$ cat src/rtl/usb4_os_pkg.sv
// Shared definitions for the ordered-set qualifier: receiver code values,
// qualifier FSM state encoding and small code-classification helpers.
package usb4_os_pkg;

    localparam logic [3:0] OS_SLOS1  = 4'd0;
    localparam logic [3:0] OS_SLOS2  = 4'd1;
    localparam logic [3:0] OS_G3_TS1 = 4'd2;
    localparam logic [3:0] OS_G3_TS2 = 4'd3;
    localparam logic [3:0] OS_G4_TS1 = 4'd4;
    localparam logic [3:0] OS_G4_TS2 = 4'd5;
    localparam logic [3:0] OS_G4_TS3 = 4'd6;
    localparam logic [3:0] OS_G4_TS4 = 4'd7;
    localparam logic [3:0] OS_TL     = 4'd8;
    localparam logic [3:0] OS_NONE   = 4'd9;

    typedef enum logic [1:0] {
        IDLE,
        HUNT,
        COUNT
    } os_state_e;

    function automatic logic os_is_slos(input logic [3:0] code);
        return (code == OS_SLOS1) || (code == OS_SLOS2);
    endfunction

    // Only codes 0..7 are ordered sets that can be qualified.
    function automatic logic os_is_qualifiable(input logic [3:0] code);
        return code <= OS_G4_TS4;
    endfunction

endpackage

$ cat src/rtl/os_qualifier_if.sv
// Bus between the lane-0 receiver side and the logical-layer control FSM.
//   os_in     : ordered-set code from the receiver
//   arm       : qualification enable (level)
//   os_valid  : one-cycle pulse when an ordered set qualifies
//   os_type   : code of the last qualified ordered set (held)
//   tl_active : registered "transport data" indication
//   timeout   : one-cycle pulse when no event arrived in time
interface os_qualifier_if;
    logic [3:0] os_in;
    logic       arm;
    logic       os_valid;
    logic [3:0] os_type;
    logic       tl_active;
    logic       timeout;

    // Driver side (receiver / control FSM)
    modport master (
        output os_in,
        output arm,
        input  os_valid,
        input  os_type,
        input  tl_active,
        input  timeout
    );

    // Qualifier side
    modport slave (
        input  os_in,
        input  arm,
        output os_valid,
        output os_type,
        output tl_active,
        output timeout
    );
endinterface

$ cat src/rtl/os_timeout_timer.sv
// No-event timer for the ordered-set qualifier.
//   i_clk     : clock
//   i_rst     : synchronous active-high reset
//   i_clear   : zero the count (has priority, suppresses expiry)
//   i_enable  : count this cycle
//   o_expire  : high in the cycle the count sits at TIMEOUT_CYCLES-1 while
//               enabled and not cleared; the count restarts from zero
module os_timeout_timer #(
    parameter int CNT_W          = 16,
    parameter int TIMEOUT_CYCLES = 4096
) (
    input  logic i_clk,
    input  logic i_rst,
    input  logic i_clear,
    input  logic i_enable,
    output logic o_expire
);

    localparam logic [CNT_W-1:0] TERM = CNT_W'(TIMEOUT_CYCLES - 1);

    logic [CNT_W-1:0] r_count;

    assign o_expire = i_enable && !i_clear && (r_count == TERM);

    always_ff @(posedge i_clk) begin
        if (i_rst) begin
            r_count <= '0;
        end else if (i_clear || o_expire) begin
            r_count <= '0;
        end else if (i_enable) begin
            r_count <= r_count + 1'b1;
        end
    end

endmodule

$ cat src/rtl/os_qualifier.sv
// Ordered-set qualifier: turns raw receiver codes into entry events, counts
// consecutive identical events and pulses os_valid once a set has repeated
// often enough. Also reports transport-data mode and a no-event timeout.
//   fsm_clk : sole clock
//   rst     : synchronous active-high reset
//   bus     : os_qualifier_if slave (os_in/arm in; os_valid/os_type/
//             tl_active/timeout out)
//
// state | meaning
// ------+--------------------------------------------------
// IDLE  | arm low; events ignored, candidate and timer cleared
// HUNT  | armed, waiting for the first event of a new candidate
// COUNT | armed, candidate held in r_cand with r_rcnt repeats
module os_qualifier
    import usb4_os_pkg::*;
#(
    parameter int TS_REPEAT      = 2,
    parameter int SLOS_REPEAT    = 1,
    parameter int CNT_W          = 16,
    parameter int TIMEOUT_CYCLES = 4096
) (
    input  logic          fsm_clk,
    input  logic          rst,
    os_qualifier_if.slave bus
);

    os_state_e  r_state;
    os_state_e  w_state_nxt;
    logic [3:0] r_prev_os;
    logic [3:0] r_cand;
    logic [3:0] w_cand_nxt;
    logic [3:0] r_rcnt;
    logic [3:0] w_rcnt_nxt;
    logic [3:0] w_rcnt_upd;
    logic [3:0] w_req;
    logic       r_os_valid;
    logic       w_os_valid_nxt;
    logic [3:0] r_os_type;
    logic [3:0] w_os_type_nxt;
    logic       r_tl_active;
    logic       r_timeout;
    logic       w_timeout_nxt;
    logic       w_event;
    logic       w_armed;
    logic       w_expire;

    // An event is the entry into a qualifiable code; holding it is one event.
    assign w_event = os_is_qualifiable(bus.os_in) && (bus.os_in != r_prev_os);

    // Armed means in HUNT/COUNT and staying there; the arming cycle itself
    // is still IDLE, so an event coinciding with arm rising is ignored.
    assign w_armed = bus.arm && (r_state != IDLE);

    assign w_req = os_is_slos(bus.os_in) ? 4'(SLOS_REPEAT) : 4'(TS_REPEAT);

    assign w_rcnt_upd = ((r_state == COUNT) && (bus.os_in == r_cand)) ?
                        r_rcnt + 4'd1 : 4'd1;

    // Event clears the timer, so an event on the expiry cycle wins.
    os_timeout_timer #(
        .CNT_W          (CNT_W),
        .TIMEOUT_CYCLES (TIMEOUT_CYCLES)
    ) u_timer (
        .i_clk    (fsm_clk),
        .i_rst    (rst),
        .i_clear  (!w_armed || w_event),
        .i_enable (w_armed),
        .o_expire (w_expire)
    );

    always_comb begin
        w_state_nxt    = r_state;
        w_cand_nxt     = r_cand;
        w_rcnt_nxt     = r_rcnt;
        w_os_valid_nxt = 1'b0;
        w_os_type_nxt  = r_os_type;
        w_timeout_nxt  = 1'b0;

        if (!bus.arm) begin
            w_state_nxt = IDLE;
            w_cand_nxt  = 4'd0;
            w_rcnt_nxt  = 4'd0;
        end else begin
            case (r_state)
                IDLE: begin
                    w_state_nxt = HUNT;
                end
                HUNT, COUNT: begin
                    if (w_event) begin
                        if (w_rcnt_upd == w_req) begin
                            w_os_valid_nxt = 1'b1;
                            w_os_type_nxt  = bus.os_in;
                            w_cand_nxt     = 4'd0;
                            w_rcnt_nxt     = 4'd0;
                            w_state_nxt    = HUNT;
                        end else begin
                            w_cand_nxt  = bus.os_in;
                            w_rcnt_nxt  = w_rcnt_upd;
                            w_state_nxt = COUNT;
                        end
                    end else if (w_expire) begin
                        w_timeout_nxt = 1'b1;
                        w_cand_nxt    = 4'd0;
                        w_rcnt_nxt    = 4'd0;
                        w_state_nxt   = HUNT;
                    end
                end
                default: begin
                    w_state_nxt = IDLE;
                    w_cand_nxt  = 4'd0;
                    w_rcnt_nxt  = 4'd0;
                end
            endcase
        end
    end

    always_ff @(posedge fsm_clk) begin
        if (rst) begin
            r_state     <= IDLE;
            r_prev_os   <= OS_NONE;
            r_cand      <= 4'd0;
            r_rcnt      <= 4'd0;
            r_os_valid  <= 1'b0;
            r_os_type   <= OS_NONE;
            r_tl_active <= 1'b0;
            r_timeout   <= 1'b0;
        end else begin
            r_state     <= w_state_nxt;
            r_prev_os   <= bus.os_in;
            r_cand      <= w_cand_nxt;
            r_rcnt      <= w_rcnt_nxt;
            r_os_valid  <= w_os_valid_nxt;
            r_os_type   <= w_os_type_nxt;
            r_tl_active <= (bus.os_in == OS_TL);
            r_timeout   <= w_timeout_nxt;
        end
    end

    assign bus.os_valid  = r_os_valid;
    assign bus.os_type   = r_os_type;
    assign bus.tl_active = r_tl_active;
    assign bus.timeout   = r_timeout;

endmodule

$ cat src/flat_wrapper.sv
// flat-port wrapper written by rule: the top's interface ports become plain ports
module os_qualifier_flat import usb4_os_pkg::*;
#(
    parameter int TS_REPEAT      = 2,
    parameter int SLOS_REPEAT    = 1,
    parameter int CNT_W          = 16,
    parameter int TIMEOUT_CYCLES = 4096
)
  (fsm_clk, rst, bus_os_in, bus_arm, bus_os_valid, bus_os_type, bus_tl_active, bus_timeout);
  os_qualifier_if bus_i ();
  input  logic fsm_clk;
  input  logic rst;
  input wire logic [$bits(bus_i.os_in)-1:0] bus_os_in;
  input wire logic [$bits(bus_i.arm)-1:0] bus_arm;
  output wire logic [$bits(bus_i.os_valid)-1:0] bus_os_valid;
  output wire logic [$bits(bus_i.os_type)-1:0] bus_os_type;
  output wire logic [$bits(bus_i.tl_active)-1:0] bus_tl_active;
  output wire logic [$bits(bus_i.timeout)-1:0] bus_timeout;
  assign bus_i.os_in = bus_os_in;
  assign bus_i.arm = bus_arm;
  assign bus_os_valid = bus_i.os_valid;
  assign bus_os_type = bus_i.os_type;
  assign bus_tl_active = bus_i.tl_active;
  assign bus_timeout = bus_i.timeout;
  os_qualifier #(.TS_REPEAT(TS_REPEAT), .SLOS_REPEAT(SLOS_REPEAT), .CNT_W(CNT_W), .TIMEOUT_CYCLES(TIMEOUT_CYCLES)) u_core (.fsm_clk(fsm_clk), .rst(rst), .bus(bus_i));
endmodule
$ cat config.mk
export PLATFORM = sky130hd
export DESIGN_NAME = os_qualifier_flat
export DESIGN_NICKNAME = d
export VERILOG_FILES = /design/src/rtl/usb4_os_pkg.sv /design/src/rtl/os_qualifier_if.sv /design/src/rtl/os_timeout_timer.sv /design/src/rtl/os_qualifier.sv /design/src/flat_wrapper.sv
export SDC_FILE = /design/constraint.sdc
export NUM_CORES = 1
export LEC_CHECK = 0
export CORE_MARGIN = 2
export CORE_UTILIZATION = 35
export DETAILED_ROUTE_END_ITERATION = 10
export GPL_TIMING_DRIVEN = 0
export HOLD_SLACK_MARGIN = 0.08
export PLACE_DENSITY_LB_ADDON = 0.25
export SLEW_MARGIN = 40
export SYNTH_ARGS = -nofsm -noshare
export SYNTH_HDL_FRONTEND = slang
export SYNTH_SLANG_ARGS = --single-unit
$ cat constraint.sdc
create_clock -name fsm_clk -period 2.7 [get_ports fsm_clk]
set_clock_uncertainty 0.15 [all_clocks]
set_input_delay 0.81 -clock fsm_clk [delete_from_list [all_inputs] [get_ports fsm_clk]]
set_output_delay 0.81 -clock fsm_clk [all_outputs]
set_load 0.01 [all_outputs]
# Word level (Yosys, flattened, before mapping)
# Index checks and enable logic that the tools add are counted.
# word_totals
in_bits	7
out_inout_bits	7
regBits	37
# op_classes
mux	15
n_addsub	2
n_bitwise	4
n_eq_ne	9
magnitude_cmp	1
reduce_logical	20
# ops
cell	count
4-bit two-way mux	6
16-bit by 1-bit adder with 16-bit output (second input constant)	1
16-bit by 12-bit equality test with 1-bit output (second input constant)	1
4-bit case mux with 2 select lines	2
4-bit equality test	2
2-bit two-way mux	4
4-bit OR reduction	2
2-bit OR reduction	3
1-bit logical AND	5
4-bit by 1-bit adder with 4-bit output (second input constant)	1
4-bit by 1-bit equality test with 1-bit output (second input constant)	1
4-bit equality test (second input constant)	1
4-bit by 3-bit less-or-equal comparator with 1-bit output (second input constant)	1
4-bit zero test	1
4-bit != test	1
1-bit inverter	4
2-bit case mux with 2 select lines	1
4-bit AND reduction	1
1-bit logical OR	3
3-bit by 2-bit != test with 1-bit output (second input constant)	1
2-bit by 1-bit equality test with 1-bit output (second input constant)	1
2-bit equality test (second input constant)	1
1-bit zero test	2
2-bit zero test	1
other kinds (3)	4

# Logic depth before layout (Yosys ltp)
# depth
word_depth	10
mapped_depth	9
ltp_nobuf	8

# Cells and area by module
# Synthesis repeated with hierarchy kept, for this count alone.
# hier_totals
cells_unflattened	183
hier_area_um2	1780.5
# modules_own_cells
module	seq_area_each_um2	area_per_inst_um2	cells_each	instances
os_qualifier	420.4	1036.0	103	1
os_timeout_timer	320.3	744.5	80	1

# Least setup slack after synthesis
# Ideal clock, no wire load.
# synth_path
path_kind	input to register
from	input port bus_os_in[3]
to	register u_core.r_os_type[1] (netlist: u_core.bus.os_type[1])
setup_slack_ps	272
required_time_ps	2427
arrival_time_ps	2155
path_stages	6
cell_sequence	xor2_1 nor3_2 and4_2 a31oi_4 nor3b_4 mux2_1
# synth_between
elab_chain_len	5
# synth_lines
item	line	rtl
start: declaration	flat_wrapper.sv:13	input wire logic [$bits(bus_i.os_in)-1:0] bus_os_in;
4-bit equality test, or another cell as far along	os_qualifier.sv:56	assign w_rcnt_upd = ((r_state == COUNT) && (bus.os_in == r_cand)) ?
1-bit logical AND / 1-bit logical OR (equally long branches)	os_qualifier.sv:56, usb4_os_pkg.sv:23	
4-bit two-way mux / 2-bit two-way mux (equally long branches)	os_qualifier.sv:56, os_qualifier.sv:54	
4-bit equality test	os_qualifier.sv:90	if (w_rcnt_upd == w_req) begin
4-bit AND reduction (no source line) (*)	n/a	
end signal: assignment	os_qualifier.sv:133	r_os_type <= w_os_type_nxt;
end: declaration	os_qualifier.sv:38	logic [3:0] r_os_type;
# Mark *: on every way between the ends. The rest lies on a longest branch, timed or not.
# A chain may end at the register's enable or synchronous reset.

# Worst setup path after layout
# layout_path
from	input port bus_os_in[1]
to	register u_core.r_os_type[1] (netlist: u_core.bus.os_type[1])
# layout_between
elab_chain_len	5
# layout_lines
item	line
4-bit equality test, or another cell as far along	os_qualifier.sv:56
1-bit logical AND / 1-bit logical OR (equally long branches)	os_qualifier.sv:56, usb4_os_pkg.sv:23
4-bit two-way mux / 2-bit two-way mux (equally long branches)	os_qualifier.sv:56, os_qualifier.sv:54
4-bit equality test	os_qualifier.sv:90
4-bit AND reduction (no source line)	n/a
# Several ways; a longest one is shown, not always the timed one.

==> impl.org <==
** Critical path
- Critical path data required time :: 2.73 ns
- On the critical path the largest part of the delay comes from simple AND/OR/NAND/NOR gates.
- In this run the worst path has a maximum fanout of 6.
- Counting cells, the worst reg-to-reg path comes to 7.
- STA puts the critical path data arrival time at 2.55 ns.
- Sort of element at the end of the critical path :: flip-flop
- In this run the register-to-register setup slack is 0.21 ns.
- Worst r2r src :: u_core.r_state[0]$_SDFFE_PP0P_
- Startpoint of the worst setup timing path :: bus_os_in[1]
- Worst stage delay on the critical path :: 0.35 ns
- In this run the worst setup path terminates at u_core.bus.os_type[1]$_SDFFE_PP0P_.
- Critical path's slowest cell :: sky130_fd_sc_hd__dlygate4sd2_1
- Worst Setup Start Kind :: input pin
- Traced cell by cell, the critical path runs through dlygate4sd2_1 -> xnor2_1 -> and2_1 -> and4_2 -> a31oi_4 -> nor3b_4 -> mux2_1.
- CP bufs+invs :: 1
- In this run the number of cells on the critical path is 7.
- Path type of the worst setup path :: in -> reg
- Reg2Reg Capture Point :: u_core.r_state[0]$_SDFFE_PP0P_

** Timing
- Setup repair after global routing left no endpoint under its margin.
- For the pin with the worst max-slew slack, the measured transition is 0.539 ns.
- Endpoints failing hold :: 0
- Count of pins over their slew limit :: 0
- Fin crit period :: 2.52 ns
- Rel. slew slack :: 63.8%
- In the finished design, the share of the clock period the worst path needs comes to 93.3%.
- For this run, the top clock speed supported by timing is 397 MHz.
- Setup violations remaining at the end of the flow were counted as 0.

** Clocking
- Clock insertion delay at the later pin of the skew report :: 0.29 ns
- Clock-pin slew was measured on the worst setup and hold paths at 0.08 ns.
- In this run the deepest clock path goes through 2 buffers.
- Root buffer cell :: sky130_fd_sc_hd__clkbuf_8
- TritonCTS built the clock tree.
- Clock tree synthesis inserted a total of 5 buffers.
- CTS built an H-tree with a depth of 2.
- Sink count of the clock tree :: 37
- Hold repair after CTS inserted 0 buffers.

** Drt
- Vias per cell :: 4.70
- Total vias in the final route :: 1306
- Count of nets left with antenna violations after detail routing :: 0
- Wire length on met2 :: 1.39 mm
- In the detailed route, the total length drawn on met3 is 109 um.
- The pre-antenna-repair detailed-routing pass consisted of 4 iterations.
- Dividing the detail-routed wire length by the instance count gives 11.6 um.
- The detailed router used layers up to and including met4.
- After the first detailed-routing iteration, the DRC count stood at 39.
- Final routed DRC violation total :: 0
- Wire length after detailed routing :: 3.22 mm
- Routed metal-1 wire length :: 1.69 mm

** Global route
- In the global route stage, overall resource usage came out at 13.1%.
- After global routing the overflow that remains totals 0.
- Number of antenna violations at the first check in global routing :: 0
- Global-route wire length before repair :: 5.58 mm
- The number of global-route vias before repair is 1246.
- Largest net degree at the start of global routing :: 14

** Power and ir drop
- Leakage power :: 0.000771 uW
- PD cells :: 524 nW/um^2
- VDD sags by at most 0.000367 V.
- The completed layout was analyzed and its total power is 1110 uW.

** Synthesis
- For this run, the leading register cell type out of synthesis is sky130_fd_sc_hd__dfxtp_1.
- Cell area after synthesis :: 1750 um^2
- Synthesis handed over a netlist of 188 instances.
- Most frequent cells after synthesis :: sky130_fd_sc_hd__dfxtp_1, sky130_fd_sc_hd__nor2_1, sky130_fd_sc_hd__nand2_1, sky130_fd_sc_hd__xor2_1, sky130_fd_sc_hd__xnor2_1
- The largest total area in the synthesized netlist belongs to sky130_fd_sc_hd__dfxtp_1.
- Number of enable-type register cells in the synthesized netlist :: 0
- After synthesis, the netlist uses 40 different library cells.
- Library cell with the highest instance count after synthesis :: sky130_fd_sc_hd__dfxtp_1
- After synthesis the netlist holds a flip-flop and latch count of 37.
- Of the post-synthesis cell area, the dominant cell type holds 42.3%.
- After synthesis, the share of flip-flops with an asynchronous set or reset is 0%.
- Synthesized netlist net count :: 200
- After synthesis, flip-flops and latches occupy 42.3% of the total area.
- The average instance in the mapped netlist occupies 9.30 um^2.
- The Yosys step of the flow raised 0 warnings.
- Ranking of synthesized cells by area :: sky130_fd_sc_hd__dfxtp_1, sky130_fd_sc_hd__nor2_1, sky130_fd_sc_hd__xor2_1, sky130_fd_sc_hd__xnor2_1, sky130_fd_sc_hd__ha_1

** Layout
- In the final layout, the multi-input gates occupy 973 um^2.
- Fill cells in the final layout number 476.
- Core occupancy in the finished layout :: 44.2%
- Compared with the post-synthesis result, the final layout area differs by 21.0%.
- The number of antenna diodes in the final layout is 0.
- In the final layout, the share of cells above drive strength 1 is 13.3%.
- Registers take 741 um^2.
- In the final design database the tool counted 222 nets.

** Floorplan
- Die area :: 5580 um^2
- The core region is 4790 um^2.
- The die is 74.7 um tall.
- Ports placed on the boundary :: 14
- Starting density of the core :: 36.5%
- The initialized floorplan defines 25 standard-cell rows.
- From left edge to right edge, the die measures 74.7 um.

** Place
- Total half-perimeter wirelength after legalization and detailed placement :: 2.34 mm
- Port Buffer Count :: 13
- RD Place Congestion :: 0.730

** Outcome
- Status :: finished clean

** Hold path
- Type of the worst min-delay path :: reg -> reg

** Flow run
- Across the run, the number of max-cap violations was 0.
[kinds of logic after synthesis]
| group | synth area share (%) |
|---|---|
| flip-flops | 42.3 |
| multiplexers | 2.43 |
| adder cells (fa/ha/maj) | 3.58 |
| AND/OR/NAND/NOR | 27.3 |
| buffers and inverters | 3.43 |
| XOR/XNOR | 10.5 |
| AO/OA/AOI/OAI | 10.4 |
[worst reg2reg max path, cell delays in order (launching register included)]
cell and delay [ns]:
sky130_fd_sc_hd__dfxtp_1 0.36, sky130_fd_sc_hd__inv_1 0.07, sky130_fd_sc_hd__ha_1 0.28, sky130_fd_sc_hd__nand2b_1 0.23
sky130_fd_sc_hd__nor3_1 0.50, sky130_fd_sc_hd__a211oi_2 0.20, sky130_fd_sc_hd__or4_1 0.50, sky130_fd_sc_hd__a21oi_1 0.14
[layer usage]
| layer | vias to the layer above | track usage [%] |
|---|---|---|
| met2 | 16 | 20.0 |
| li1 | 689 | - |
| met1 | 597 | 17.8 |
| met3 | 4 | 4.82 |
| met4 | 0 | 2.98 |
| met5 | - | 0 |
[registers in the layout, summed over array words and instances (netlist names)]
signal	flops
u_core.u_timer.r_count	16
u_core.bus.os_type	4
u_core.r_cand	4
u_core.r_prev_os	4
u_core.r_rcnt	4
u_core.r_state	2
u_core.bus.os_valid	1
u_core.bus.timeout	1
u_core.bus.tl_active	1
[what timing repair did]
item | 4_1_cts | 5_1_grt
pin swaps | 2 | 0
buffers inserted | 2 | 0
setup endpoints to repair | 20 | 3
gates resized for setup | 7 | 2
[metrics by stage]
stage | instance area (um^2) | setup WS (ns) | hold WS (ns) | std cells | TNS, ns
after CTS | 2110 | 0.0182 | 0.301 | 278 | 0
after floorplan | 1750 | 0.272 | 0.268 | 188 | 0
final | 2120 | 0.182 | 0.300 | 278 | 0
after global placement | 1960 | -0.472 | 0.282 | 268 | -9.90
after global routing | 2120 | 0.0381 | 0.326 | 278 | 0
after detailed placement | 1960 | -0.475 | 0.287 | 268 | -10.14
[where the power goes]
part / internal [uW] / switching (uW) / total (uW) / leakage, uW
Sequential: 551 / 3.02 / 554 / 0.000299
Combinational: 30.8 / 40.2 / 71.0 / 0.000417
Clock: 276 / 207 / 483 / 0.0000543
Total: 858 / 250 / 1110 / 0.000771
[worst min-delay path by stage]
stage,startpoint,to,depth (start not counted)
after floorplan,u_core.u_timer.r_count[0]$_SDFFE_PP0P_,u_core.u_timer.r_count[0]$_SDFFE_PP0P_,1
after global placement,u_core.u_timer.r_count[0]$_SDFFE_PP0P_,u_core.u_timer.r_count[0]$_SDFFE_PP0P_,1
after detailed placement,u_core.u_timer.r_count[0]$_SDFFE_PP0P_,u_core.u_timer.r_count[0]$_SDFFE_PP0P_,1
after CTS,u_core.u_timer.r_count[0]$_SDFFE_PP0P_,u_core.u_timer.r_count[0]$_SDFFE_PP0P_,1
after global routing,u_core.u_timer.r_count[0]$_SDFFE_PP0P_,u_core.u_timer.r_count[0]$_SDFFE_PP0P_,1
final,u_core.u_timer.r_count[0]$_SDFFE_PP0P_,u_core.u_timer.r_count[0]$_SDFFE_PP0P_,1
[cells in the final DEF, fill, tap and decap left out, types with 2 or more instances in the layout]
cell type and count:
sky130_fd_sc_hd__a21oi_1 6, sky130_fd_sc_hd__a22o_1 3, sky130_fd_sc_hd__a31oi_4 2, sky130_fd_sc_hd__and2_1 3, sky130_fd_sc_hd__and3_1 5, sky130_fd_sc_hd__buf_4 2
sky130_fd_sc_hd__buf_6 2, sky130_fd_sc_hd__clkbuf_8 5, sky130_fd_sc_hd__clkdlybuf4s50_1 8, sky130_fd_sc_hd__dfxtp_1 37, sky130_fd_sc_hd__dlygate4sd2_1 4, sky130_fd_sc_hd__ha_1 5
sky130_fd_sc_hd__inv_1 8, sky130_fd_sc_hd__mux2_1 2, sky130_fd_sc_hd__mux2i_1 2, sky130_fd_sc_hd__nand2_1 16, sky130_fd_sc_hd__nand3_1 2, sky130_fd_sc_hd__nand4_1 6
sky130_fd_sc_hd__nor2_1 29, sky130_fd_sc_hd__nor2b_1 7, sky130_fd_sc_hd__nor3_1 3, sky130_fd_sc_hd__nor3_2 2, sky130_fd_sc_hd__o22ai_1 3, sky130_fd_sc_hd__or2_2 2
sky130_fd_sc_hd__or3_1 2, sky130_fd_sc_hd__or4_1 2, sky130_fd_sc_hd__or4_4 2, sky130_fd_sc_hd__xnor2_1 9, sky130_fd_sc_hd__xor2_1 12
[cell type report]
type	instances	share of cell area, %
sequential	37	35.0
tap	67	3.96
multi-input combinational	140	46.0
timing repair buffer	15	6.74
clock inverter	3	2.19
clock buffer	5	3.25
buffer	3	1.42
inverter	8	1.42
No activity file was read; power rests on OpenSTA's default activity.
